$ cat config.mk
export PLATFORM = sky130hd
export DESIGN_NAME = decryption_out_buffer
export DESIGN_NICKNAME = d
export VERILOG_FILES = /design/src/rtl/decryption_pkg.sv /design/src/rtl/sync_fifo_fwft.sv /design/src/rtl/decryption_out_buffer.sv
export SDC_FILE = /design/constraint.sdc
export NUM_CORES = 1
export LEC_CHECK = 0
export ABC_AREA = 1
export CORE_MARGIN = 1
export CORE_UTILIZATION = 45
export DETAILED_ROUTE_END_ITERATION = 10
export PLACE_DENSITY = 0.65
export SYNTH_ARGS = -nofsm -noshare
export SYNTH_HDL_FRONTEND = slang
export SYNTH_SLANG_ARGS = --single-unit
$ cat constraint.sdc
create_clock -name clk -period 4.3 [get_ports clk]
set_input_delay 1.29 -clock clk [delete_from_list [all_inputs] [get_ports clk]]
set_output_delay 1.29 -clock clk [all_outputs]
set_load 0.01 [all_outputs]
$ cat src/rtl/decryption_pkg.sv
`default_nettype none
// ============================================================================
// Module      : decryption_pkg
// Description : Shared constants and message-FSM state encoding for the
//               decryption output buffer.
// Revision    : 1.0 - initial release
// ============================================================================
package decryption_pkg;

    localparam int DATA_WIDTH       = 8;
    localparam int DEFAULT_DEPTH    = 16;
    localparam int DEFAULT_IDLE_GAP = 4;

    // Input-side message tracking states
    typedef enum logic [1:0] {
        IDLE = 2'd0,
        RECV = 2'd1,
        GAP  = 2'd2
    } msg_state_e;

endpackage : decryption_pkg
`default_nettype wire

$ cat src/rtl/sync_fifo_fwft.sv
`default_nettype none
// ============================================================================
// Module      : sync_fifo_fwft
// Description : Single-clock first-word-fall-through FIFO. The head entry is
//               presented on rdata whenever the FIFO is non-empty; rdata is
//               forced to zero when empty.
// Ports       : clk, rst      - clock, synchronous active-high reset
//               push, wdata   - write strobe (caller guarantees space) / data
//               pop           - consume head (caller guarantees non-empty)
//               rdata         - head-of-FIFO data, 0 when empty
//               full, empty   - level == DEPTH / level == 0
//               level         - number of stored entries
// Revision    : 1.0 - initial release
// ============================================================================
module sync_fifo_fwft #(
    parameter int DATA_WIDTH = 8,
    parameter int DEPTH      = 16,
    parameter int ADDR_W     = 4
) (
    input  logic                  clk,
    input  logic                  rst,
    input  logic                  push,
    input  logic [DATA_WIDTH-1:0] wdata,
    input  logic                  pop,
    output logic [DATA_WIDTH-1:0] rdata,
    output logic                  full,
    output logic                  empty,
    output logic [ADDR_W:0]       level
);

    logic [DATA_WIDTH-1:0] r_mem_q [DEPTH];
    logic [ADDR_W-1:0]     r_wr_ptr_q, w_wr_ptr_d;
    logic [ADDR_W-1:0]     r_rd_ptr_q, w_rd_ptr_d;
    logic [ADDR_W:0]       r_level_q,  w_level_d;

    always_comb begin
        w_wr_ptr_d = r_wr_ptr_q;
        w_rd_ptr_d = r_rd_ptr_q;
        w_level_d  = r_level_q;
        // Pointers are ADDR_W bits wide, so they wrap modulo DEPTH naturally
        if (push) w_wr_ptr_d = r_wr_ptr_q + 1'b1;
        if (pop)  w_rd_ptr_d = r_rd_ptr_q + 1'b1;
        case ({push, pop})
            2'b10:   w_level_d = r_level_q + 1'b1;
            2'b01:   w_level_d = r_level_q - 1'b1;
            default: w_level_d = r_level_q;
        endcase
    end

    always_ff @(posedge clk) begin
        if (rst) begin
            r_wr_ptr_q <= '0;
            r_rd_ptr_q <= '0;
            r_level_q  <= '0;
        end else begin
            r_wr_ptr_q <= w_wr_ptr_d;
            r_rd_ptr_q <= w_rd_ptr_d;
            r_level_q  <= w_level_d;
        end
    end

    // Storage needs no reset: rdata is masked while the FIFO is empty
    always_ff @(posedge clk) begin
        if (push) r_mem_q[r_wr_ptr_q] <= wdata;
    end

    assign level = r_level_q;
    assign empty = (r_level_q == '0);
    assign full  = (r_level_q == (ADDR_W+1)'(DEPTH));
    assign rdata = empty ? '0 : r_mem_q[r_rd_ptr_q];

endmodule : sync_fifo_fwft
`default_nettype wire

$ cat src/rtl/decryption_out_buffer.sv
`default_nettype none
// ============================================================================
// Module      : decryption_out_buffer
// Description : Buffers the decrypted character stream in a FWFT FIFO,
//               drains it over valid/ready, flags dropped characters with a
//               sticky overflow bit, and closes messages after an idle gap,
//               reporting the accepted-character count of each message.
// Ports       : clk, rst            - clock, synchronous active-high reset
//               data_i, valid_i     - upstream character stream (no backpressure)
//               data_o, valid_o     - head-of-FIFO character / FIFO not empty
//               ready_i             - consumer accepts data_o
//               full, empty, level  - FIFO status
//               msg_done, msg_len   - one-cycle close pulse / last message length
//               overflow, clear_ovf - sticky drop flag / clear request
// Revision    : 1.0 - initial release
// ============================================================================
module decryption_out_buffer
    import decryption_pkg::*;
#(
    parameter int DATA_WIDTH = decryption_pkg::DATA_WIDTH,
    parameter int DEPTH      = decryption_pkg::DEFAULT_DEPTH,
    parameter int ADDR_W     = 4,
    parameter int LEN_WIDTH  = 8,
    parameter int IDLE_GAP   = decryption_pkg::DEFAULT_IDLE_GAP
) (
    input  logic                  clk,
    input  logic                  rst,
    input  logic [DATA_WIDTH-1:0] data_i,
    input  logic                  valid_i,
    output logic [DATA_WIDTH-1:0] data_o,
    output logic                  valid_o,
    input  logic                  ready_i,
    output logic                  full,
    output logic                  empty,
    output logic [ADDR_W:0]       level,
    output logic                  msg_done,
    output logic [LEN_WIDTH-1:0]  msg_len,
    output logic                  overflow,
    input  logic                  clear_ovf
);

    localparam int c_gap_w = $clog2(IDLE_GAP + 1);
    localparam logic [c_gap_w-1:0] c_gap_last = c_gap_w'(IDLE_GAP - 1);

    logic w_push, w_pop, w_drop;

    msg_state_e            r_state_q,    w_state_d;
    logic [LEN_WIDTH-1:0]  r_len_cnt_q,  w_len_cnt_d;
    logic [c_gap_w-1:0]    r_gap_cnt_q,  w_gap_cnt_d;
    logic                  r_msg_done_q, w_msg_done_d;
    logic [LEN_WIDTH-1:0]  r_msg_len_q,  w_msg_len_d;
    logic                  r_ovf_q,      w_ovf_d;
    logic [LEN_WIDTH-1:0]  w_len_inc;

    // A full FIFO still accepts a character if the head leaves this cycle
    assign w_pop  = ~empty & ready_i;
    assign w_push = valid_i & (~full | w_pop);
    assign w_drop = valid_i & full & ~w_pop;

    sync_fifo_fwft #(
        .DATA_WIDTH (DATA_WIDTH),
        .DEPTH      (DEPTH),
        .ADDR_W     (ADDR_W)
    ) u_fifo (
        .clk   (clk),
        .rst   (rst),
        .push  (w_push),
        .wdata (data_i),
        .pop   (w_pop),
        .rdata (data_o),
        .full  (full),
        .empty (empty),
        .level (level)
    );

    assign valid_o = ~empty;

    // Saturating length increment
    assign w_len_inc = (r_len_cnt_q == '1) ? r_len_cnt_q : r_len_cnt_q + 1'b1;

    always_comb begin
        w_state_d    = r_state_q;
        w_len_cnt_d  = r_len_cnt_q;
        w_gap_cnt_d  = r_gap_cnt_q;
        w_msg_done_d = 1'b0;
        w_msg_len_d  = r_msg_len_q;

        // A drop in the same cycle as a clear wins so no loss goes unreported
        if (w_drop)         w_ovf_d = 1'b1;
        else if (clear_ovf) w_ovf_d = 1'b0;
        else                w_ovf_d = r_ovf_q;

        case (r_state_q)
            IDLE: begin
                // Only an accepted character opens a message
                if (w_push) begin
                    w_state_d   = RECV;
                    w_len_cnt_d = {{(LEN_WIDTH-1){1'b0}}, 1'b1};
                end
            end
            RECV: begin
                if (w_push) w_len_cnt_d = w_len_inc;
                if (!valid_i) begin
                    w_state_d   = GAP;
                    w_gap_cnt_d = {{(c_gap_w-1){1'b0}}, 1'b1};
                end
            end
            GAP: begin
                if (valid_i) begin
                    w_state_d   = RECV;
                    w_gap_cnt_d = '0;
                    if (w_push) w_len_cnt_d = w_len_inc;
                // ">=" lets IDLE_GAP == 1 close on the first GAP cycle
                end else if (r_gap_cnt_q >= c_gap_last) begin
                    w_state_d    = IDLE;
                    w_gap_cnt_d  = '0;
                    w_msg_done_d = 1'b1;
                    w_msg_len_d  = r_len_cnt_q;
                end else begin
                    w_gap_cnt_d = r_gap_cnt_q + 1'b1;
                end
            end
            default: begin
                w_state_d = IDLE;
            end
        endcase
    end

    always_ff @(posedge clk) begin
        if (rst) begin
            r_state_q    <= IDLE;
            r_len_cnt_q  <= '0;
            r_gap_cnt_q  <= '0;
            r_msg_done_q <= 1'b0;
            r_msg_len_q  <= '0;
            r_ovf_q      <= 1'b0;
        end else begin
            r_state_q    <= w_state_d;
            r_len_cnt_q  <= w_len_cnt_d;
            r_gap_cnt_q  <= w_gap_cnt_d;
            r_msg_done_q <= w_msg_done_d;
            r_msg_len_q  <= w_msg_len_d;
            r_ovf_q      <= w_ovf_d;
        end
    end

    assign msg_done = r_msg_done_q;
    assign msg_len  = r_msg_len_q;
    assign overflow = r_ovf_q;

endmodule : decryption_out_buffer
`default_nettype wire

==> results.json, run 1 <==
{
  "multi_input_area_um2": 2332,
  "rrSetupSlack_ns": 1.75,
  "m1WireLength_um": 7000,
  "yosysWarnings": 0,
  "avgSynthCellArea_um2": 10.33,
  "drc_errors": 0,
  "die_w_um": 129.2,
  "leakagePower_nw": 3.091,
  "status": "completed",
  "post-synth-top-area-cell": "edfxtp_1",
  "cp.buffers_inverters": 3,
  "post-cts-setup-buffer-count": 0,
  "fin_ws_ns": 0.2565,
  "dr_wl_met3_um": 827,
  "drt_first_pass_iters": 5,
  "critPathCaptureType": "output port",
  "crit_family": "buffers and inverters",
  "grt_pass1_vias": 4900,
  "port_buffers": 38,
  "clk_pin_slew_ns": 0.07,
  "ys_ff_latch": 168,
  "drive_above_1_share_pct": 9.416,
  "tightest_slew_ns": 1.002,
  "slowest_delay_ns": 0.56,
  "final_common_cell": "edfxtp_1",
  "path_depth": 7,
  "track_usage_pct": 19.98,
  "slew_headroom_pct": 32.96,
  "cts_tree": "done",
  "yosysSeqAreaShare_pct": 63.83,
  "cts-buffers-inserted": 17,
  "required_ns": 3.01,
  "antenna_cells": 0,
  "whs_path_depth": 2,
  "nets": 769,
  "clock_skew_ns": 0.01653,
  "hpwl_um": 10250,
  "setup_violations": 0,
  "cts_resized": 0,
  "rows": 46,
  "gp_congestion": 0.8150,
  "fin_crit_sh_pct": 94.04,
  "dr_wl_met2_um": 7579,
  "rsz0062_at_grt": "no",
  "drt_iter0_drc": 351,
  "grt_pass1_wl_um": 24820,
  "setup_tns_ns": 0,
  "antenna_found_initial": 0,
  "final_cell_mix": "128 x edfxtp_1, 127 x nor2_1, 116 x nand2_1, 53 x o21ai_0, 44 x a21oi_1",
  "utilization_pct": 53.53,
  "p_per_area_nw_per_um2": 578.1,
  "irDropWorstVdd_mv": 0.2897,
  "synth_top_area_share_pct": 52.83,
  "synthTopCellsByArea": "edfxtp_1 53%, dfxtp_1 11%, nor2_1 6.6%",
  "dr.max_layer_used": "met4",
  "hold_class": "reg2reg",
  "vias_per_cell": 5.274,
  "wirelength_um": 15600,
  "rr_worst_depth": 16,
  "slew_violations": 0,
  "worst_skew_pair.late_latency_ns": 0.43,
  "cts_hold_buffers": 0,
  "timing.rr.start": "u_fifo.level[0]",
  "cp-endpoint": "data_o[7]",
  "cts_buffer_depth": 2,
  "r2r-end": "u_fifo.level[4]",
  "post_drt_wl_per_cell_um": 16.08,
  "worst_ep_arrival_time_ns": 2.75,
  "die_h_um": 129.2,
  "root_buffer": "clkbuf_16",
  "timing.final.hold_violations": 0,
  "period_needed_ns": 4.044,
  "grt_max_degree": 41,
  "ant_nets": 0,
  "syn2layout_area_growth_pct": 16.46,
  "crit_slowest_cell": "clkdlybuf4s50_1",
  "clock_sinks": 168,
  "crit_path_max_fanout": 33,
  "cap_viol_max_count": 0,
  "start_util_pct": 45.97,
  "fmax_mhz": 247.3,
  "ys_types": 33,
  "overflow": 0,
  "synthCells": 704,
  "ios": 39,
  "n_fill_cell": 1364,
  "syn-num-nets": 732,
  "synthesis.area_um2": 7276,
  "die-area_um2": 16680,
  "crit_chain": "inv_2 -> buf_4 -> o21ai_0 -> o211ai_1 -> nand3_1 -> a21oi_1 -> clkdlybuf4s50_1",
  "crit_path_start_kind": "register",
  "vias": 5116,
  "core_area_um2": 15830,
  "place_ws_ns": 0.6998,
  "regArea_um2": 4646,
  "h-tree-depth": 4,
  "setup.worst_path.class": "reg2out"
}
state kept, by name, indices dropped and copies added (netlist names), 2 cells and up, named ones only:
signal / cells
r_gap_cnt_q: 3
r_len_cnt_q: 8
u_fifo.r_rd_ptr_q: 4
u_fifo.r_wr_ptr_q: 4
msg_len: 8
u_fifo.level: 5
u_fifo.r_mem_q: 128
r_state_q: 2
tightest hold or removal path: cells and delay by family, from the launching register on:
family / cells / cell delay, ns
compound gates: 1 / 0.06
flops: 1 / 0.32
simple gates: 1 / 0.06
how the worst min path moves through the flow:
stage	from	end
detailed placement	overflow	overflow
CTS	overflow	overflow
floorplan	r_gap_cnt_q[2]	r_gap_cnt_q[2]
global placement	overflow	overflow
global route	overflow	overflow
finish	overflow	overflow
Yosys cell counts (all sizes together):
library cell,n
a221oi,1
or2,1
clkbuf,14
a21o,1
o31ai,8
o211ai,16
inv,43
o21ai,64
nand2,125
a21oi,46
nand3b,2
ha,15
nand4,4
nor2,132
o21bai,1
a31oi,1
edfxtp,128
xor2,4
nand3,44
buf,14
dfxtp,40
logic make-up after synthesis:
logic type                 after synthesis  synth area share, %
and+or+nand+nor                        308                18.13
DFF                                    168                63.83
AOI/OAI and AO/OA                      138                10.87
buffers and inverters                   71                4.110
adders and majority gates               15                2.580
xor gates and xnor gates                 4               0.4815
power breakdown:
part           switching, W  total, W  internal [W]
logic              0.000851   0.00138      0.000531
clock network      0.000647   0.00157      0.000925
registers          0.000114   0.00194       0.00183
total               0.00161   0.00490       0.00329
final cells by class:
cell class | instances | share of cell area [%]
Timing Repair Buffer | 46 | 5.198
Clock buffer | 17 | 5.021
Inverter | 43 | 1.964
Clock inverter | 15 | 2.274
Sequential cell | 168 | 54.83
Multi-Input combinational cell | 465 | 27.53
Tap cell | 216 | 3.190
layer usage:
layer / up-vias / track usage (%)
met5: - / 0
met4: 0 / 6.851
met3: 13 / 4.335
met2: 151 / 33.24
met1: 2456 / 25.89
li1: 2496 / -
per-stage QoR:
stage,area (µm²),hold slack [ns],std cells,power [W]
6_report,8473,0.4914,970,0.004898
5_1_grt,8473,0.5071,970,0.005169
4_1_cts,8473,0.4906,970,0.004931
3_5_place_dp,7855,0.4692,938,0.003358
3_3_place_gp,7855,0.4570,938,0.003323
2_1_floorplan,7276,0.4588,704,0.002864
Note: power is estimated with default switching activity, not from simulation.
==> run 2: changes to the inputs <==
- PLACE_DENSITY: 0.65 -> unset
- SKIP_CTS_REPAIR_TIMING: unset -> 1
==> run 2 against run 1 <==
Net effect:
- critical path depth rose by 2
- first-iteration DRC count rose by 11%
- register-to-register slack barely moved
- global-route usage rose by 1.3 points
- critical endpoint is now data_o[3]
- largest power group unchanged
==> results.json, run 2 (synthesis results as in run 1) <==
{
  "regArea_um2": 4646,
  "track_usage_pct": 21.30,
  "h-tree-depth": 4,
  "clock_skew_ns": 0.009479,
  "antenna_found_initial": 0,
  "root_buffer": "clkbuf_16",
  "worst_ep_arrival_time_ns": 2.67,
  "hold_class": "reg2reg",
  "slowest_delay_ns": 0.55,
  "cts_buffer_depth": 2,
  "drt_first_pass_iters": 5,
  "start_util_pct": 45.97,
  "ios": 39,
  "period_needed_ns": 3.958,
  "rows": 46,
  "post_drt_wl_per_cell_um": 16.76,
  "irDropWorstVdd_mv": 0.3164,
  "slew_violations": 0,
  "final_common_cell": "edfxtp_1",
  "crit_path_max_fanout": 29,
  "wirelength_um": 16290,
  "rsz0062_at_grt": "no",
  "hpwl_um": 10430,
  "tightest_slew_ns": 1.108,
  "core_area_um2": 15830,
  "grt_max_degree": 65,
  "slew_headroom_pct": 25.83,
  "crit_path_start_kind": "register",
  "worst_skew_pair.late_latency_ns": 0.42,
  "place_area_um2": 7883,
  "die_h_um": 129.2,
  "die-area_um2": 16680,
  "grt_pass1_wl_um": 26420,
  "nets": 771,
  "syn2layout_area_growth_pct": 16.99,
  "setup_tns_ns": 0,
  "p_per_area_nw_per_um2": 580.0,
  "n_fill_cell": 1401,
  "crit_family": "buffers and inverters",
  "drc_errors": 0,
  "die_w_um": 129.2,
  "regMostFlops": "u_fifo.r_mem_q",
  "final_cell_mix": "128 x edfxtp_1, 127 x nor2_1, 116 x nand2_1, 53 x o21ai_0, 44 x a21oi_1",
  "antenna_cells": 0,
  "crit_chain": "inv_2 -> buf_4 -> nand2_1 -> nand3_1 -> nand2_1 -> a21oi_1 -> o31ai_1 -> a21oi_1 -> clkdlybuf4s50_1",
  "vias": 5131,
  "setup_violations": 0,
  "cts_tree": "done",
  "required_ns": 3.01,
  "largest_reg_flops": 128,
  "timing.final.hold_violations": 0,
  "leakagePower_nw": 3.127,
  "setup.worst_path.class": "reg2out",
  "cap_viol_max_count": 0,
  "fmax_mhz": 252.7,
  "drive_above_1_share_pct": 9.392,
  "critPathCaptureType": "output port",
  "vias_per_cell": 5.279,
  "port_buffers": 38,
  "status": "completed",
  "crit_slowest_cell": "clkdlybuf4s50_1",
  "stdcell_area_um2": 8512,
  "multi_input_area_um2": 2332,
  "grt_pass1_vias": 5063,
  "cp.buffers_inverters": 3,
  "gp_congestion": 0.8003,
  "clk_pin_slew_ns": 0.06,
  "ant_nets": 0,
  "drt_iter0_drc": 389,
  "fin_crit_sh_pct": 92.04,
  "cts-buffers-inserted": 17,
  "clock_sinks": 168,
  "overflow": 0
}
run 2: changes by cell type in the layout (fill, tap and decap cells not counted), moves of 2 or more:
cell and change:
clkbuf_8 +2, clkinvlp_4 -3, clkinv_2 +3, clkinv_4 -2
inv_6 -2
run 2: area by class of cell:
type | instances | area share, %
clock inverters | 12 | 2.029
multi-input cells | 465 | 27.40
repair buffers | 48 | 5.498
clock buffers | 20 | 5.365
inverters | 43 | 1.955
flip-flops and latches | 168 | 54.58
well taps | 216 | 3.175
run 2: through the flow:
step	util, %	std cells	setup slack, ns	power, W	hold slack (ns)
finish	53.78	972	0.3424	0.004937	0.4802
global route	53.78	972	0.1489	0.005212	0.5120
CTS	53.78	972	0.3386	0.004969	0.4859
detailed placement	49.80	940	0.6825	0.003362	0.4673
global placement	49.80	940	0.7159	0.003329	0.4575
floorplan	-	704	1.500	0.002864	0.4588
run 2: tightest hold or removal path, stage by stage (launching register included):
cell and delay (ns):
dfxtp_1 0.31, nand2_1 0.06, a21oi_1 0.06
run 2: path summary, 6_finish.rpt:
| check | depth (start not counted) | from | slack, ns | end |
|---|---|---|---|---|
| min reg2reg | 2 | overflow | 0.48 | overflow |
| max reg2reg | 16 | u_fifo.level[2] | 1.76 | u_fifo.level[4] |
| max | 9 | register | 0.34 | data_o[3] |
| min | 2 | overflow | 0.48 | overflow |
run 2: power by group:
part           internal (W)  total (W)  switching [W]
clock network       0.00100    0.00161       0.000606
registers           0.00183    0.00192      0.0000876
logic              0.000537    0.00141       0.000874
run 2: layer usage:
layer  share of wire (%)  global-route usage (%)  up-vias
met3                 4.4                   4.500       20
met4                 1.3                   8.028        0
met2                  49                   35.86      117
li1                    -                       -     2510
met1                  45                   27.05     2484
met5                   0                       0        -
==> run 3: changes to the inputs <==
- PLACE_DENSITY: unset -> 0.64
- TNS_END_PERCENT: unset -> 50
==> run 3 against run 2 <==
Net effect:
- total power fell by 1.6%
- non-clock buffer count rose by 2
- wire length fell by 1.3%
- worst hold slack got worse by 0.0039 ns
- global-route usage fell by 0.32 points
- fmax rose by 0.40%
- clock power fell by 6%
- critical path type unchanged
- critical endpoint is now data_o[6]
- largest cell class unchanged
==> results.json, run 3 (synthesis results as in run 1) <==
{
  "clk_pin_slew_ns": 0.06,
  "grt_max_degree": 41,
  "leakagePower_nw": 3.093,
  "hold_class": "reg2reg",
  "nets": 773,
  "setup_tns_ns": 0,
  "setup.worst_path.class": "reg2out",
  "irDropWorstVdd_mv": 0.3359,
  "required_ns": 3.01,
  "regMostFlops": "u_fifo.r_mem_q",
  "clock_sinks": 168,
  "grt_pass1_wl_um": 26170,
  "ios": 39,
  "crit_chain": "inv_2 -> o21ai_0 -> o211ai_1 -> nand3_1 -> a21oi_1 -> clkdlybuf4s50_1",
  "die-area_um2": 16680,
  "rows": 46,
  "slew_violations": 0,
  "overflow": 0,
  "die_h_um": 129.2,
  "timing.final.hold_violations": 0,
  "die_w_um": 129.2,
  "final_cell_mix": "128 x edfxtp_1, 127 x nor2_1, 116 x nand2_1, 53 x o21ai_0, 44 x a21oi_1",
  "crit_path_max_fanout": 40,
  "port_buffers": 38,
  "fmax_mhz": 253.7,
  "core_area_um2": 15830,
  "period_needed_ns": 3.942,
  "slowest_delay_ns": 0.56,
  "antenna_found_initial": 0,
  "worst_ep_arrival_time_ns": 2.65,
  "h-tree-depth": 4,
  "crit_slowest_cell": "clkdlybuf4s50_1",
  "cts_buffer_depth": 2,
  "slew_headroom_pct": 36.18,
  "status": "completed",
  "critPathCaptureType": "output port",
  "place_area_um2": 7885,
  "utilization_pct": 53.52,
  "crit_path_start_kind": "register",
  "vias_per_cell": 5.304,
  "drt_iter0_drc": 384,
  "final_common_cell": "edfxtp_1",
  "drt_first_pass_iters": 5,
  "p_per_area_nw_per_um2": 573.5,
  "stdcell_area_um2": 8471,
  "holdWs_ns": 0.4763,
  "root_buffer": "clkbuf_16",
  "post_drt_wl_per_cell_um": 16.50,
  "cts_tree": "done",
  "cts-buffers-inserted": 17,
  "cap_viol_max_count": 0,
  "start_util_pct": 45.97,
  "drive_above_1_share_pct": 9.103,
  "largest_reg_flops": 128,
  "drc_errors": 0,
  "vias": 5166,
  "tightest_slew_ns": 0.9537,
  "syn2layout_area_growth_pct": 16.42,
  "wirelength_um": 16070,
  "grt_pass1_vias": 5070,
  "setup_violations": 0,
  "antenna_cells": 0,
  "clock_skew_ns": 0.008670,
  "gp_congestion": 0.8445,
  "worst_skew_pair.late_latency_ns": 0.42,
  "track_usage_pct": 20.98,
  "ant_nets": 0,
  "rsz0062_at_grt": "no",
  "hpwl_um": 10450,
  "n_fill_cell": 1377,
  "fin_crit_sh_pct": 91.67
}
-- run 3: cell types whose count changed in the layout (fill, tap and decap cells not counted), sizes merged --
| cell | before | now |
|---|---|---|
| clkinv | 6 | 3 |
| clkinvlp | 1 | 4 |
| buf | 10 | 12 |
| bufinv | 4 | 3 |
| inv | 44 | 45 |
-- run 3: per-layer routing --
layer	part of all wire (%)	track usage (%)	vias to the layer above
li1	-	-	2507
met4	2.1	8.651	0
met2	48	35.10	158
met3	5.5	3.881	26
met1	44	26.88	2475
met5	0	0	-
-- run 3: metrics by stage --
stage / power (W) / setup slack (ns) / std cells
floorplan: 0.002864 / 1.500 / 704
global placement: 0.003335 / 0.8272 / 942
detailed placement: 0.003371 / 0.7280 / 942
CTS: 0.004887 / 0.3267 / 974
global route: 0.005133 / 0.1590 / 974
finish: 0.004858 / 0.3581 / 974
-- run 3: critical path, delay by kind of cell (launching register included) --
| kind | cells | cell delay, ns |
|---|---|---|
| and+or+nand+nor | 1 | 0.10 |
| buffers and inverters | 2 | 1.08 |
| DFF | 1 | 0.31 |
| AOI/OAI and AO/OA | 3 | 0.72 |
-- run 3: power by group --
group	internal [W]	switching [W]	leakage, nW
combinational	0.000535	0.000883	1.34
sequential	0.00183	0.0000912	1.48
clock	0.000911	0.000608	0.270
total	0.00328	0.00158	3.09
-- run 3: worst paths after layout --
path	end	from	cells past startpoint	slack, ns
setup / recovery	data_o[6]	register	6	0.36
setup reg to reg	u_fifo.level[4]	u_fifo.level[0]	16	1.72
hold / removal	overflow	overflow	2	0.48
hold reg to reg	overflow	overflow	2	0.48
-- run 3: layout make-up --
| type | count | area [µm²] | area share, % |
|---|---|---|---|
| sequential | 168 | 4646 | 54.84 |
| multi-input combinational | 465 | 2332 | 27.53 |
| timing repair buffer | 50 | 470.5 | 5.554 |
| clock buffer | 20 | 436.7 | 5.155 |
| tap | 216 | 270.3 | 3.191 |
| inverter | 43 | 166.4 | 1.965 |
| clock inverter | 12 | 148.9 | 1.758 |
